**config.mk**
```make
export PLATFORM = sky130hd
export DESIGN_NAME = lpm_xor_accum
export DESIGN_NICKNAME = d
export VERILOG_FILES = /design/src/rtl/lpm_xor_accum.sv
export SDC_FILE = /design/constraint.sdc
export NUM_CORES = 1
export LEC_CHECK = 0
export ABC_AREA = 1
export CORE_UTILIZATION = 35
export DETAILED_ROUTE_END_ITERATION = 7
export PLACE_DENSITY_LB_ADDON = 0.25
export SETUP_SLACK_MARGIN = 0.02
export SLEW_MARGIN = 20
export SYNTH_ARGS = -nofsm -noshare
export SYNTH_HDL_FRONTEND = slang
export SYNTH_SLANG_ARGS = --single-unit
export TNS_END_PERCENT = 50
```
**constraint.sdc**
```tcl
create_clock -name clock -period 3.11 [get_ports clock]
set_input_delay 0.622 -clock clock [delete_from_list [all_inputs] [get_ports clock]]
set_output_delay 0.622 -clock clock [all_outputs]
set_load 0.01 [all_outputs]
```
**src/rtl/lpm_xor_accum.sv**
```systemverilog
`default_nettype none
// ============================================================================
// Module   : lpm_xor_accum
// Purpose  : Streaming XOR-fold accumulator. Words arrive over a valid/ready
//            handshake and are XOR-ed together per frame. A frame closes after
//            lpm_size beats, or earlier on a beat marked in_last. Each
//            frame's fold is presented as a single registered result word.
// Ports    : clock     - sole clock, rising edge
//            aclr      - asynchronous active-high clear
//            sclr      - synchronous active-high clear (aclr has priority)
//            data      - input word (lpm_width bits)
//            in_valid  - data/in_last valid this cycle
//            in_last   - closes the current frame on this beat
//            in_ready  - block accepts a beat this cycle
//            result    - XOR of all beats of the completed frame
//            count     - number of beats folded into result
//            out_valid - result/count hold a completed frame
//            out_ready - downstream consumes the result this cycle
// Revision : 1.0 - initial release
// ============================================================================
module lpm_xor_accum #(
    parameter int    lpm_width = 1,
    parameter int    lpm_size  = 1,
    parameter string lpm_type  = "lpm_xor_accum",
    parameter string lpm_hint  = "UNUSED"
) (
    input  logic                 clock,
    input  logic                 aclr,
    input  logic                 sclr,
    input  logic [lpm_width-1:0] data,
    input  logic                 in_valid,
    input  logic                 in_last,
    output logic                 in_ready,
    output logic [lpm_width-1:0] result,
    output logic [15:0]          count,
    output logic                 out_valid,
    input  logic                 out_ready
);

    // Elaboration-time parameter sanity check.
    generate
        if ((lpm_width <= 0) || (lpm_size < 1) || (lpm_size > 65535)) begin : g_param_error
            $fatal(1, "ERROR: lpm_xor_accum: illegal parameters (lpm_width must be > 0, lpm_size must be 1..65535)");
        end
    endgenerate

    // Count value at which the next accepted beat is the last one allowed.
    localparam logic [15:0] c_last_cnt = 16'(lpm_size - 1);

    logic [lpm_width-1:0] r_acc;
    logic [15:0]          r_cnt;

    logic w_accept;
    logic w_close;
    logic w_drain;

    // Stall only while a completed result is held and not being drained;
    // deliberately independent of in_valid.
    assign in_ready = !(out_valid && !out_ready);
    assign w_accept = in_valid && in_ready;
    assign w_close  = in_last || (r_cnt == c_last_cnt);
    assign w_drain  = out_valid && out_ready;

    always_ff @(posedge clock or posedge aclr) begin
        if (aclr) begin
            r_acc     <= '0;
            r_cnt     <= '0;
            result    <= '0;
            count     <= '0;
            out_valid <= 1'b0;
        end else if (sclr) begin
            // Any beat presented alongside sclr is discarded.
            r_acc     <= '0;
            r_cnt     <= '0;
            result    <= '0;
            count     <= '0;
            out_valid <= 1'b0;
        end else begin
            if (w_accept && w_close) begin
                // Closing beat: output register reloads even if the previous
                // result is being drained this same cycle (full throughput).
                result    <= r_acc ^ data;
                count     <= r_cnt + 16'd1;
                out_valid <= 1'b1;
                r_acc     <= '0;
                r_cnt     <= '0;
            end else begin
                if (w_accept) begin
                    r_acc <= r_acc ^ data;
                    r_cnt <= r_cnt + 16'd1;
                end
                if (w_drain) begin
                    out_valid <= 1'b0;
                end
            end
        end
    end

endmodule
`default_nettype wire

```
Word-level counts from Yosys, hierarchy flattened
Index checks and enable logic that the tools add are counted.
- $add $sub $neg: 1
- mux-type cells: 13
- bitwise operators: 1
- reductions and logical operators: 11
- operators by type and width (kind ; number):
    two-way mux 16 bit ; 5
    adder 16 x 1 -> 16 bit, second input constant ; 1
    zero test 16 bit ; 1
    two-way mux 1 bit ; 8
    nonzero test 3 bit ; 2
    logical AND 1 bit ; 4
    zero test 1 bit ; 2
    nonzero test 2 bit ; 1
    logical OR 1 bit ; 1
    bitwise XOR 1 bit ; 1
- bits in registers: 35
- input bits: 7
- output and inout bits: 19
- logic and storage cells: 31

Logic depth before layout (Yosys ltp)
- depth in word-level cells: 7
- depth in mapped cells: 11

Worst setup path after synthesis
Ideal clock, no wire load.
- kind: input-to-reg
- from: input port out_ready
- to: register r_cnt[10]
- library setup time: 0.065 ns
- arrival time: 1.448 ns
- required time: 3.045 ns
- slack: 1.597 ns
- stages on the path: 8
- buffers on the path: 0
- cell sequence: inv_1 -> nand2_1 -> nand2_1 -> nand2_1 -> inv_1 -> a21oi_2 -> nand2_1 -> nand2_1
- cells in the longest elaborated chain, start to end: 7
- RTL lines (item ; line ; text):
    from (decl) ; 37 ; input logic out_ready
    zero test 1 bit (*) ; 59 ; assign in_ready = !(out_valid && !out_ready);
    logical AND 1 bit (*) ; 59 ;
    zero test 1 bit (*) ; 59 ;
    named net in_ready ; 33 ; output logic in_ready,
    logical AND 1 bit (*) ; 60 ; assign w_accept = in_valid && in_ready;
    logical AND 1 bit ; 79 ; if (w_accept && w_close) begin
    two-way mux 16 bit ; 79 ;
    two-way mux 16 bit ; 71 ; end else if (sclr) begin
    to (signal assigned) ; 90 ; r_cnt <= r_cnt + 16'd1;
    to (decl) ; 51 ; logic [15:0] r_cnt;
The timed path passes the listed nets; every way through them passes the cells marked *.
A chain may end at the register's enable or synchronous reset.

Final worst setup path
- from: input port out_ready
- to: output port in_ready
- cells in the longest elaborated chain, start to end: 3
- RTL lines (item ; line):
    zero test 1 bit ; 59
    logical AND 1 bit ; 59
    zero test 1 bit ; 59
    to (decl) ; 33
Every way passes these cells.

==> impl_metrics.toml <==
[synth]
yosysSeqAreaShare = 0.469
yosysUniqueCellTypes = 22
synth_top_area_frac = 0.469
syn_area_per_cell_um2 = 7.26
synth-seq-cells = 35
synth_top_area_cell = "dfrtp_1"
syn_inst = 257
synth_top_cells_by_area = "dfrtp_1 (47%), nand2_1 (19%), nor2_1 (7.0%)"
syn-num-nets = 266
yosysWarnings = 0
synth_area_um2 = 1870

[worst_setup_path]
arrival_ps = 1750
worstSetupPathType = "input pin to output pin"
path_delay_family = "buffers and inverters"
crit_buf_inv = 3
cp_common_cell = "clkdlybuf4s50_1"
cp-start-kind = "input pin"
crit_chain = "clkdlybuf4s50_1 -> inv_1 -> nand2_1 -> clkdlybuf4s50_1"
slowest_stage = "clkdlybuf4s50_1"
worstReg2RegStart = "r_cnt[0]"
r2r_cells = 10
slowest_delay_ps = 550
crit-reg2reg-capture = "count[14]"
cp-end-kind = "output pin"
r2r_slack_ps = 1440
crit_required_ps = 2490
cp_max_fo = 3

[flow_run]
drv_cap = 0

[floorplan]
rows = 26
die_h_um = 75.0
fp.dieW_um = 75.0
dieArea_um2 = 5630
coreArea_um2 = 5110
io_pins = 26
initial_core_util = 0.365

[sta]
rsz0062_at_grt = "no"
max_freq_ghz = 0.422
slew_viol_final = 0
worstMarginPinSlew_ps = 462
fin_skew_ps = 5.24
hold_viol = 0
setup_ws_ps = 741
relSlewSlack = 0.692
tns_ps = 0
period_share = 0.762
fin_crit_ps = 2370
setup_viol = 0

[hold_path]
worstHoldStart = "count[12]"
hp-class = "flop to flop"
hold_end = "count[12]"
hold_path_depth = 2

[clock_tree]
cts_buffer_depth = 2
ctsResizeCount = 0
postCtsHoldBufs = 0
htree_levels = 2
cts_sinks = 35
cts_tree = "done"
clk_latency_ps = 280
post-cts-setup-buffers = 0
cts-root-buf = "clkbuf_8"
numCtsBuffers = 5
clk_pin_slew_ps = 60

[grt]
grt_pass1_wl_um = 7490
grt_pass1_vias = 1600
antenna_found_initial = 0
gr-total-overflow = 0
gr-usage-all-layers = 0.180
grt_max_degree = 36

[routing]
first_pass_iters = 4
drt_iter0_drc = 79
via_count = 1665
wl_per_cell_um = 12.1
vias_per_cell = 4.73
ant_nets = 0
remaining_drc_errors = 0
wl_um = 4250

[layout]
final_cell_mix = "nand2_1 (93), nor2_1 (35), dfrtp_1 (35)"
antenna_cells = 0
mostFrequentLayoutCell = "nand2_1"
seqCellArea_um2 = 876
layout.nets = 292
drive_above_1_share = 0.0461
layout.cells.non_filler = 352
fillers = 514
area_delta_synth_final_pct = 19.7
post-route-util = 0.437
multi_input_area_um2 = 850

[pwr]
power_density_nw_per_um2 = 370
power_leakage_nw = 1.11
irDropWorstVdd_mv = 0.290

[placed_design]
io_buffer_count = 25
hpwlAfterDp_um = 3030
dp_cells = 346
place_congestion = 0.928
dp_slack_ps = 684

[run_status]
status = "finished, final reports clean"
synthesized netlist by cell type:
library cell  count
a21oi_1           7
a21oi_2           1
a31oi_1           2
buf_2             4
buf_4             1
buf_6             3
dfrtp_1          35
ha_1              2
inv_1            21
nand2_1          93
nand2_2           2
nand2_4           1
nand3_1          25
nand4_1           3
nor2_1           35
nor2_2            1
nor3_1            1
o21ai_0          14
o21ai_1           2
o21bai_1          1
o22ai_1           2
xor2_1            1
power by group:
part           internal [mW]  switching [mW]
clock                  0.148           0.149
sequential             0.460         0.00237
combinational         0.0221          0.0454
total                  0.630           0.197
state kept, by name, summed over array words and instances, names as in the netlist:
name,flops
count,16
r_cnt,16
r_acc,1
result,1
out_valid,1
final cells by class:
| class | count | area share |
|---|---|---|
| well taps | 70 | 0.0392 |
| repair buffers | 27 | 0.119 |
| multi-input cells | 193 | 0.380 |
| flip-flops and latches | 35 | 0.392 |
| inverters | 21 | 0.0353 |
| clock buffers | 5 | 0.0308 |
| clock inverters | 1 | 0.00336 |
how the worst max path moves through the flow:
| stage | start | end | cells after the start |
|---|---|---|---|
| 2_1_floorplan | out_ready | r_cnt[10] | 8 |
| 3_5_place_dp | sclr | r_cnt[12] | 7 |
| 3_3_place_gp | out_ready | in_ready | 4 |
| 6_report | out_ready | in_ready | 4 |
| 5_1_grt | out_ready | in_ready | 4 |
| 4_1_cts | out_ready | in_ready | 4 |
metrics by stage:
stage	power [mW]	hold WS, ps	area (um2)
4_1_cts	0.841	516	2230
2_1_floorplan	0.517	470	1870
3_5_place_dp	0.539	495	2160
6_report	0.827	510	2230
5_1_grt	0.865	531	2230
3_3_place_gp	0.538	495	2160
cells by family after synthesis:
family,count (synthesis),share of synthesized area
and+or+nand+nor,161,0.353
xor gates and xnor gates,1,0.00470
AOI/OAI and AO/OA,29,0.0838
DFF,35,0.469
buffers and inverters,29,0.0751
adders and majority gates,2,0.0134
per-layer routing:
metal / track usage / up-vias / part of all wire / routed length, um
li1: - / 864 / - / -
met1: 0.240 / 759 / 0.50 / 2110
met2: 0.288 / 37 / 0.45 / 1900
met3: 0.0442 / 5 / 0.040 / 172
met4: 0.0629 / 0 / 0.016 / 66
met5: 0 / - / 0 / 0
worst min-delay path, cell delays in order, from the launching register on:
cell     delay (ps)
dfrtp_1         350
nand3_1          70
nand2_1          60
No activity file was read; power rests on OpenSTA's default activity.
